[config.mk]
export PLATFORM = sky130hd
export DESIGN_NAME = dram_arb
export DESIGN_NICKNAME = d
export VERILOG_FILES = /design/src/rtl/dram_arb.sv
export SDC_FILE = /design/constraint.sdc
export NUM_CORES = 1
export LEC_CHECK = 0
export CAP_MARGIN = 0
export CELL_PAD_IN_SITES_DETAIL_PLACEMENT = 1
export CELL_PAD_IN_SITES_GLOBAL_PLACEMENT = 1
export CORE_UTILIZATION = 14
export CTS_CLUSTER_DIAMETER = 60
export DETAILED_ROUTE_END_ITERATION = 6
export PLACE_DENSITY_LB_ADDON = 0.1
export SETUP_SLACK_MARGIN = 0.1
export SLEW_MARGIN = 20
export SYNTH_ARGS = -nofsm -noshare
export SYNTH_HDL_FRONTEND = slang
export SYNTH_SLANG_ARGS = --single-unit
[constraint.sdc]
create_clock -name clk_core -period 1.68 [get_ports clk_core]
set_input_delay 0.336 -clock clk_core [delete_from_list [all_inputs] [get_ports clk_core]]
set_output_delay 0.336 -clock clk_core [all_outputs]
set_load 0.1 [all_outputs]
[src/rtl/dram_arb.sv]
// Two-requester round-robin arbiter in front of the DRAM controller bus port.
// One requester owns the command, write and read channels for a whole burst.
module dram_arb #(
   parameter int MAX_BEATS = 16,
   parameter int CNT_W     = $clog2(MAX_BEATS + 1)
) (
   input  logic        clk_core,
   input  logic        reset,
   input  logic        m0_cvalid,
   output logic        m0_cready,
   input  logic        m0_cmd,
   input  logic [25:0] m0_addr,
   input  logic        m0_wvalid,
   output logic        m0_wready,
   input  logic        m0_wlast,
   input  logic [31:0] m0_wdata,
   input  logic [3:0]  m0_wmask,
   output logic        m0_rvalid,
   input  logic        m0_rready,
   output logic        m0_rlast,
   output logic [31:0] m0_rdata,
   input  logic        m1_cvalid,
   output logic        m1_cready,
   input  logic        m1_cmd,
   input  logic [25:0] m1_addr,
   input  logic        m1_wvalid,
   output logic        m1_wready,
   input  logic        m1_wlast,
   input  logic [31:0] m1_wdata,
   input  logic [3:0]  m1_wmask,
   output logic        m1_rvalid,
   input  logic        m1_rready,
   output logic        m1_rlast,
   output logic [31:0] m1_rdata,
   output logic        arb_cvalid,
   input  logic        dctl_cready,
   output logic        arb_cmd,
   output logic [25:0] arb_addr,
   output logic        arb_wvalid,
   input  logic        dctl_wready,
   output logic        arb_wlast,
   output logic [31:0] arb_wdata,
   output logic [3:0]  arb_wmask,
   input  logic        dctl_rvalid,
   output logic        arb_rready,
   input  logic        dctl_rlast,
   input  logic [31:0] dctl_rdata,
   input  logic        dctl_error,
   output logic [1:0]  arb_grant,
   output logic        arb_error
);

   typedef enum logic [1:0] {S_IDLE, S_CMD, S_WDATA, S_RDATA} state_t;

   state_t           r_state, w_state_next;
   logic [1:0]       r_grant, w_grant_next;
   logic             r_prio, w_prio_next;
   logic [CNT_W-1:0] r_beat_cnt, w_beat_cnt_next;
   logic             r_err, w_err_next;

   logic             w_sel_m1;
   logic             w_g_cvalid, w_g_cmd, w_g_wvalid, w_g_wlast, w_g_rready;
   logic [25:0]      w_g_addr;
   logic [31:0]      w_g_wdata;
   logic [3:0]       w_g_wmask;
   logic             w_in_cmd, w_in_wdata, w_in_rdata;
   logic             w_cmd_hs, w_wbeat, w_rbeat, w_beat, w_at_max;

   // Data buses default to m0 whenever m1 is not the owner (including idle).
   assign w_sel_m1   = r_grant[1];
   assign w_g_cvalid = w_sel_m1 ? m1_cvalid : m0_cvalid;
   assign w_g_cmd    = w_sel_m1 ? m1_cmd    : m0_cmd;
   assign w_g_addr   = w_sel_m1 ? m1_addr   : m0_addr;
   assign w_g_wvalid = w_sel_m1 ? m1_wvalid : m0_wvalid;
   assign w_g_wlast  = w_sel_m1 ? m1_wlast  : m0_wlast;
   assign w_g_wdata  = w_sel_m1 ? m1_wdata  : m0_wdata;
   assign w_g_wmask  = w_sel_m1 ? m1_wmask  : m0_wmask;
   assign w_g_rready = w_sel_m1 ? m1_rready : m0_rready;

   assign w_in_cmd   = (r_state == S_CMD);
   assign w_in_wdata = (r_state == S_WDATA);
   assign w_in_rdata = (r_state == S_RDATA);

   assign arb_cvalid = w_in_cmd & w_g_cvalid;
   assign arb_cmd    = w_g_cmd;
   assign arb_addr   = w_g_addr;
   assign m0_cready  = w_in_cmd & r_grant[0] & dctl_cready;
   assign m1_cready  = w_in_cmd & r_grant[1] & dctl_cready;

   assign arb_wvalid = w_in_wdata & w_g_wvalid;
   assign arb_wlast  = w_g_wlast;
   assign arb_wdata  = w_g_wdata;
   assign arb_wmask  = w_g_wmask;
   assign m0_wready  = w_in_wdata & r_grant[0] & dctl_wready;
   assign m1_wready  = w_in_wdata & r_grant[1] & dctl_wready;

   assign arb_rready = w_in_rdata & w_g_rready;
   assign m0_rvalid  = w_in_rdata & r_grant[0] & dctl_rvalid;
   assign m1_rvalid  = w_in_rdata & r_grant[1] & dctl_rvalid;
   assign m0_rlast   = m0_rvalid & dctl_rlast;
   assign m1_rlast   = m1_rvalid & dctl_rlast;
   assign m0_rdata   = dctl_rdata;
   assign m1_rdata   = dctl_rdata;

   assign arb_grant  = r_grant;
   assign arb_error  = r_err | dctl_error;

   assign w_cmd_hs = arb_cvalid & dctl_cready;
   assign w_wbeat  = arb_wvalid & dctl_wready;
   assign w_rbeat  = arb_rready & dctl_rvalid;
   assign w_beat   = w_wbeat | w_rbeat;
   assign w_at_max = (r_beat_cnt == CNT_W'(MAX_BEATS));

   always_comb begin
      w_state_next    = r_state;
      w_grant_next    = r_grant;
      w_prio_next     = r_prio;
      w_beat_cnt_next = r_beat_cnt;
      w_err_next      = r_err;

      case (r_state)
         S_IDLE: begin
            w_beat_cnt_next = '0;
            if (m0_cvalid | m1_cvalid) begin
               if (m0_cvalid & m1_cvalid)
                  w_grant_next = r_prio ? 2'b10 : 2'b01;
               else
                  w_grant_next = m1_cvalid ? 2'b10 : 2'b01;
               w_state_next = S_CMD;
            end
         end
         S_CMD: begin
            if (w_cmd_hs)
               w_state_next = w_g_cmd ? S_RDATA : S_WDATA;
         end
         S_WDATA: begin
            if (w_wbeat) begin
               if (!w_at_max)
                  w_beat_cnt_next = r_beat_cnt + CNT_W'(1);
               if (w_g_wlast) begin
                  w_state_next = S_IDLE;
                  w_grant_next = 2'b00;
                  w_prio_next  = r_grant[0];
               end
            end
         end
         S_RDATA: begin
            if (w_rbeat) begin
               if (!w_at_max)
                  w_beat_cnt_next = r_beat_cnt + CNT_W'(1);
               if (dctl_rlast) begin
                  w_state_next = S_IDLE;
                  w_grant_next = 2'b00;
                  w_prio_next  = r_grant[0];
               end
            end
         end
         default: w_state_next = S_IDLE;
      endcase

      // Odd post-increment count on wlast means the pre-increment count was even.
      if (w_wbeat & w_g_wlast & ~r_beat_cnt[0])
         w_err_next = 1'b1;
      if (w_beat & w_at_max)
         w_err_next = 1'b1;
      if (dctl_rvalid & ~w_in_rdata)
         w_err_next = 1'b1;
   end

   always_ff @(posedge clk_core or posedge reset) begin
      if (reset) begin
         r_state    <= S_IDLE;
         r_grant    <= 2'b00;
         r_prio     <= 1'b0;
         r_beat_cnt <= '0;
         r_err      <= 1'b0;
      end else begin
         r_state    <= w_state_next;
         r_grant    <= w_grant_next;
         r_prio     <= w_prio_next;
         r_beat_cnt <= w_beat_cnt_next;
         r_err      <= w_err_next;
      end
   end

endmodule

==> impl_metrics.py, run 1 <==
metrics = {
    "placement": {
        "gp_congestion": 0.745,
        "io_buffers": 218,
        "dp.final_hpwl_mm": 10.2,
    },
    "status": {
        "violations": "DRC, setup timing",
        "status": "complete, but fails checks",
    },
    "sta": {
        "final_hold_viol_count": 0,
        "rsz0062_at_grt": "yes",
        "finClkSkew_ns": 0.00363,
        "finalMaxSlewViolations": 0,
        "layout_setup_ws_ns": -0.216,
        "period_share_pct": 113,
        "setup_tns_ns": -13.51,
        "worst_pin_slew_ns": 0.489,
        "final.min_clock_period_ns": 1.90,
        "fmax_mhz": 528,
        "worst_slew_margin_rel_pct": 67.4,
        "setup_viol": 79,
    },
    "logic_synthesis": {
        "synth_simple_gate_area_share_pct": 11.3,
        "synth_xor_area_share_pct": 0,
        "syn-cell-area_mm2": 0.00214,
        "synth_top_family_by_area": "multiplexers",
        "muxShareOfSynthArea_pct": 37.6,
        "synth_top_area_share_pct": 33.7,
        "synth_largest_area_cell": "mux2_2",
        "synth_flop_cell": "dfrtp_1",
        "synth.area.top_cells": "mux2_2, buf_4, dfrtp_1",
        "syn_inst": 235,
        "ys_types": 40,
        "ys_seq_area_share_pct": 12.9,
        "synth_fp_nets": 410,
        "async_flop_share_pct": 100,
        "synthAdderAreaFrac_pct": 1.17,
        "avgSynthCellArea_um2": 9.09,
        "synth_seq_cells": 11,
        "synth-compound-area-share_pct": 10.2,
        "synth_edf_count": 0,
        "yosys_warnings": 0,
    },
    "drt": {
        "drt-initial-drc-count": 50,
        "num_vias": 2432,
        "first_pass_iters": 6,
        "routed_wl_mm": 11.7,
        "drc_errors": 23,
        "drt-vias-per-instance": 3.99,
        "avgRoutedWirePerCell_um": 19.1,
        "ant_nets": 0,
    },
    "clocking": {
        "clk_pin_slew_ns": 0.04,
        "htreeDepth": 1,
        "numCtsBuffers": 3,
        "ctsHoldBuffers": 0,
        "clockBufferDepth": 2,
        "cts_tree": "done",
        "clkLatencyLatePin_ns": 0.24,
        "clockRootBuffer": "clkbuf_16",
        "cts.sinks": 11,
    },
    "grt": {
        "globalRoute.totalOverflow": 0,
        "antenna_found_initial": 0,
        "grt_max_degree": 14,
        "grtUsageTotal_pct": 14.4,
        "grt_pass1_wl_mm": 16.9,
        "grt_pass1_vias": 2660,
    },
    "cells_and_area": {
        "antenna_cells": 0,
        "area_growth_pct": 170,
        "fin_nets": 602,
        "final_util_pct": 39.2,
        "drive_gt1_share_pct": 54.7,
    },
    "die": {
        "die_y_um": 126,
        "dieArea_mm2": 0.0158,
        "die_w_um": 126,
        "initial_utilization_pct": 14.5,
        "num_io_pins": 315,
        "core-area_mm2": 0.0147,
        "core.rowCount": 44,
    },
    "worst_setup_path": {
        "reg2reg_to": "r_prio",
        "cp.arrival_ns": 1.56,
        "critical_path_class": "register to output pin",
        "critPathSlowestCell": "dfrtp_4",
        "crit_required_ns": 1.34,
        "cpMostUsedCell": "buf_12",
        "timing.rr.start": "arb_grant[1]",
        "reg2reg_slack_ns": -0.15,
        "critPathLaunchType": "register",
        "max_stage_delay_ns": 0.46,
        "critPathCaptureType": "output pin",
        "r2r_cells": 7,
        "crit_path_cell_trace": "buf_12 > mux2_2 > and3b_4 > buf_12",
        "crit_buf_inv": 2,
        "cp_top_family": "flip-flops",
        "critPathMaxFanout": 11,
    },
    "flow_run": {
        "cap_viol_max_count": 0,
    },
    "worst_hold_path": {
        "min_path_type": "input pin to asynchronous set/reset pin",
    },
    "power": {
        "power.density_mw_per_mm2": 2030,
        "peakVddDrop_v": 0.000868,
        "cellLeakagePower_nw": 2.42,
    },
}
synth_stat cells, drive strengths merged (2+ instances only):
library cell / count
nand3: 4
nor3: 3
o211ai: 2
buf: 74
mux2i: 4
nand2: 11
and3: 2
nand2b: 3
mux2: 66
clkbuf: 3
nor2: 8
a211oi: 3
ha: 2
o2bb2ai: 3
inv: 6
nor3b: 4
a21oi: 9
o21ai: 3
o22ai: 2
dfrtp: 11
area by class of cell:
class | count | area, µm²
clock buffers | 4 | 78.8
inverters | 6 | 22.5
flip-flops and latches | 11 | 283
fillers | 1543 | 8930
multi-input cells | 141 | 1700
repair buffers | 264 | 3450
well taps | 184 | 230
flip-flops by register name (all words and copies together), names as in the netlist:
signal      cells
r_prio          1
r_state         2
r_err           1
arb_grant       2
r_beat_cnt      5
worst max path at each step:
stage | endpoint | startpoint | cells after the start | slack [ns]
6_report | arb_cvalid | arb_grant[1] | 4 | -0.22
5_1_grt | arb_cvalid | arb_grant[1] | 4 | -0.27
3_5_place_dp | r_beat_cnt[2] | dctl_rvalid | 6 | -0.19
4_1_cts | arb_cvalid | arb_grant[1] | 4 | -0.24
3_3_place_gp | r_beat_cnt[2] | dctl_rvalid | 6 | -0.15
2_1_floorplan | m1_cready | arb_grant[1] | 4 | -0.57
per-layer routing:
| layer | up-vias | global-route usage (%) | wire, µm | part of all wire (%) |
|---|---|---|---|---|
| met2 | 133 | 27.7 | 6370 | 55 |
| met4 | 0 | 2.73 | 76 | 0.65 |
| met3 | 5 | 4.79 | 1260 | 11 |
| met1 | 1146 | 15.0 | 3960 | 34 |
| li1 | 1148 | - | - | - |
| met5 | - | 0 | 0 | 0 |
cells in the final DEF, fill, tap and decap left out, drive strengths merged, types with 4 or more instances in the layout:
cell and instances:
nor3b 4, a21oi 9, dlygate4sd2 4, clkbuf 5, nand3 4, inv 6
dfrtp 11, nand2 11, clkdlybuf4s50 136, mux2 66, buf 123, nor2 8
mux2i 4
logic make-up after synthesis:
family | Yosys count
flip-flops | 11
adder cells (fa/ha/maj) | 2
AND/OR/NAND/NOR | 42
buffers and inverters | 83
multiplexers | 70
AO/OA/AOI/OAI | 27
report_power, final:
part	leakage (nW)	total [mW]	internal, mW	switching (mW)
Sequential	0.132	0.556	0.382	0.174
Combinational	2.25	10.7	4.53	6.16
Clock	0.0382	0.436	0.319	0.117
stage by stage:
stage          setup slack, ns  instances  total power, mW  area [µm²]  hold slack (ns)
2_1_floorplan           -0.574        235             7.66        2520            0.188
3_3_place_gp            -0.155        587             10.7        5380            0.523
3_5_place_dp            -0.192        587             10.7        5380            0.527
4_1_cts                 -0.237        604             11.5        5620            0.444
5_1_grt                 -0.269        610             12.1        5770            0.468
6_report                -0.216        610             11.7        5770            0.425
what timing repair did:
item | 4_1_cts | 5_1_grt
endpoints found under the setup margin | 83 | 86
buffers inserted | 13 | 5
gates resized for setup | 19 | 18
pin swaps | 4 | 9
gates cloned | 0 | 1
Note: power is estimated with default switching activity, not from simulation.
==> run 2: changes to the inputs <==
Settings changed: ABC_CLOCK_PERIOD_IN_PS from default to 1680, HOLD_SLACK_MARGIN from default to 0.12.
==> results of run 2 <==
Same layout as run 1: the final DEF is identical, and so are final timing and power.
==> run 3: changes to the inputs <==
Settings changed: GPL_TIMING_DRIVEN from default to 0, SLEW_MARGIN 20 to 30.
==> impl_metrics.py, run 3 (synthesis gave the netlist of run 1 again) <==
metrics = {
    "worst_setup_path": {
        "max_stage_delay_ns": 0.48,
        "cp_top_family": "buffers and inverters",
        "endpoint": "arb_wdata[18]",
        "cp_num_cells": 5,
        "crit_buf_inv": 4,
        "critical_path_class": "register to output pin",
        "critPathLaunchType": "register",
        "r2r_cells": 7,
        "critPathLaunch": "arb_grant[1]",
        "critPathSlowestCell": "dfrtp_4",
        "critPathMaxFanout": 8,
        "critPathCaptureType": "output pin",
        "cpMostUsedCell": "buf_12",
        "cp.arrival_ns": 1.66,
        "reg2reg_to": "r_beat_cnt[2]",
        "reg2reg_slack_ns": -0.21,
        "crit_path_cell_trace": "buf_12 > buf_12 > clkbuf_16 > mux2_4 > buf_12",
        "crit_required_ns": 1.34,
        "timing.rr.start": "arb_grant[1]",
    },
    "placement": {
        "place_ws_ns": -1.13,
        "dp.final_hpwl_mm": 11.9,
        "gp_congestion": 0.755,
        "io_buffers": 282,
    },
    "cells_and_area": {
        "most-common-layout-cells": "clkdlybuf4s50_1, buf_4, buf_12",
        "drive_gt1_share_pct": 56.1,
        "multi_input_area_mm2": 0.00177,
        "fin_nets": 729,
        "regMostFlops": "r_beat_cnt",
        "final_common_cell": "clkdlybuf4s50_1",
        "largest_reg_flops": 5,
        "regArea_um2": 280,
        "fillers": 1533,
        "area_growth_pct": 220,
    },
    "clocking": {
        "clk_pin_slew_ns": 0.05,
        "cts.sinks": 11,
        "cts_tree": "done",
        "numCtsBuffers": 3,
        "clkLatencyLatePin_ns": 0.24,
        "clockRootBuffer": "clkbuf_16",
        "clockBufferDepth": 2,
        "htreeDepth": 1,
    },
    "sta": {
        "finalMaxSlewViolations": 0,
        "layout_setup_ws_ns": -0.317,
        "worst_slew_margin_rel_pct": 34.9,
        "final.min_clock_period_ns": 2.00,
        "setup_tns_ns": -20.24,
        "period_share_pct": 119,
        "worst_pin_slew_ns": 0.980,
        "finClkSkew_ns": 0.00284,
        "rsz0062_at_grt": "yes",
        "fmax_mhz": 501,
        "final_hold_viol_count": 0,
        "setup_viol": 81,
        "hold_ws_ns": 0.421,
    },
    "grt": {
        "grt_pass1_wl_mm": 20.0,
        "grtUsageTotal_pct": 16.6,
        "antenna_found_initial": 1,
        "globalRoute.totalOverflow": 0,
        "grt_max_degree": 12,
        "grt_pass1_vias": 3143,
    },
    "drt": {
        "routed_wl_mm": 14.0,
        "drc_errors": 25,
        "ant_nets": 0,
        "drt-initial-drc-count": 70,
        "first_pass_iters": 6,
        "num_vias": 2969,
        "avgRoutedWirePerCell_um": 19.0,
        "drt-vias-per-instance": 4.02,
    },
    "status": {
        "violations": "DRC, setup timing",
        "status": "complete, but fails checks",
    },
    "power": {
        "cellLeakagePower_nw": 3.02,
        "peakVddDrop_v": 0.000799,
        "power.density_mw_per_mm2": 1840,
    },
    "die": {
        "die_w_um": 126,
        "dieArea_mm2": 0.0158,
        "num_io_pins": 315,
        "initial_utilization_pct": 14.5,
        "core.rowCount": 44,
        "core-area_mm2": 0.0147,
        "die_y_um": 126,
    },
    "worst_hold_path": {
        "min_path_type": "input pin to asynchronous set/reset pin",
    },
    "flow_run": {
        "cap_viol_max_count": 0,
    },
}
run 3: repair_timing:
| action | 4_1_cts | 5_1_grt |
|---|---|---|
| pin swaps | 8 | 16 |
| endpoints found under the setup margin | 147 | 93 |
| cloned | 0 | 2 |
| buffers inserted | 21 | 11 |
| hold buffers | 0 | 0 |
| endpoints found under the hold margin | 0 | 0 |
| gates resized for setup | 786 | 35 |
run 3: area by class of cell:
class,instances,area share [%]
diodes,1,0.0366
plain buffers,77,10.4
clock buffers,3,1.10
clock inverters,1,0.0732
inverters,6,0.329
multi-input cells,141,25.8
flip-flops and latches,11,4.10
well taps,184,3.37
repair buffers,314,54.8
run 3: layer usage:
layer	global-route usage, %	wire (µm)	up-vias
li1	-	-	1412
met1	17.4	4770	1413
met2	34.2	8070	138
met3	3.34	1090	6
met4	2.22	128	0
met5	0	0	-
run 3: how the worst min path moves through the flow:
| stage | start | to | slack [ns] |
|---|---|---|---|
| 6_report | reset | r_beat_cnt[2] | 0.42 |
| 5_1_grt | reset | r_beat_cnt[4] | 0.45 |
| 4_1_cts | reset | r_beat_cnt[1] | 0.45 |
| 3_5_place_dp | r_err | r_err | 0.50 |
| 3_3_place_gp | r_err | r_err | 0.49 |
| 2_1_floorplan | reset | arb_grant[0] | 0.19 |
run 3: stage by stage:
stage               cell area [µm²]  util [%]  cells  power (mW)
detailed placement             5520      37.6    701        9.70
floorplan                      2520         -    235        7.66
finish                         6840      46.5    738        12.6
CTS                            6610      44.9    726        12.1
global placement               5570      37.9    701        9.74
global route                   6840      46.5    738        12.9
run 3: power by group:
group / switching, mW / total (mW) / internal, mW
logic: 6.94 / 11.6 / 4.66
clock network: 0.135 / 0.452 / 0.317
registers: 0.142 / 0.519 / 0.377
total: 7.22 / 12.6 / 5.36
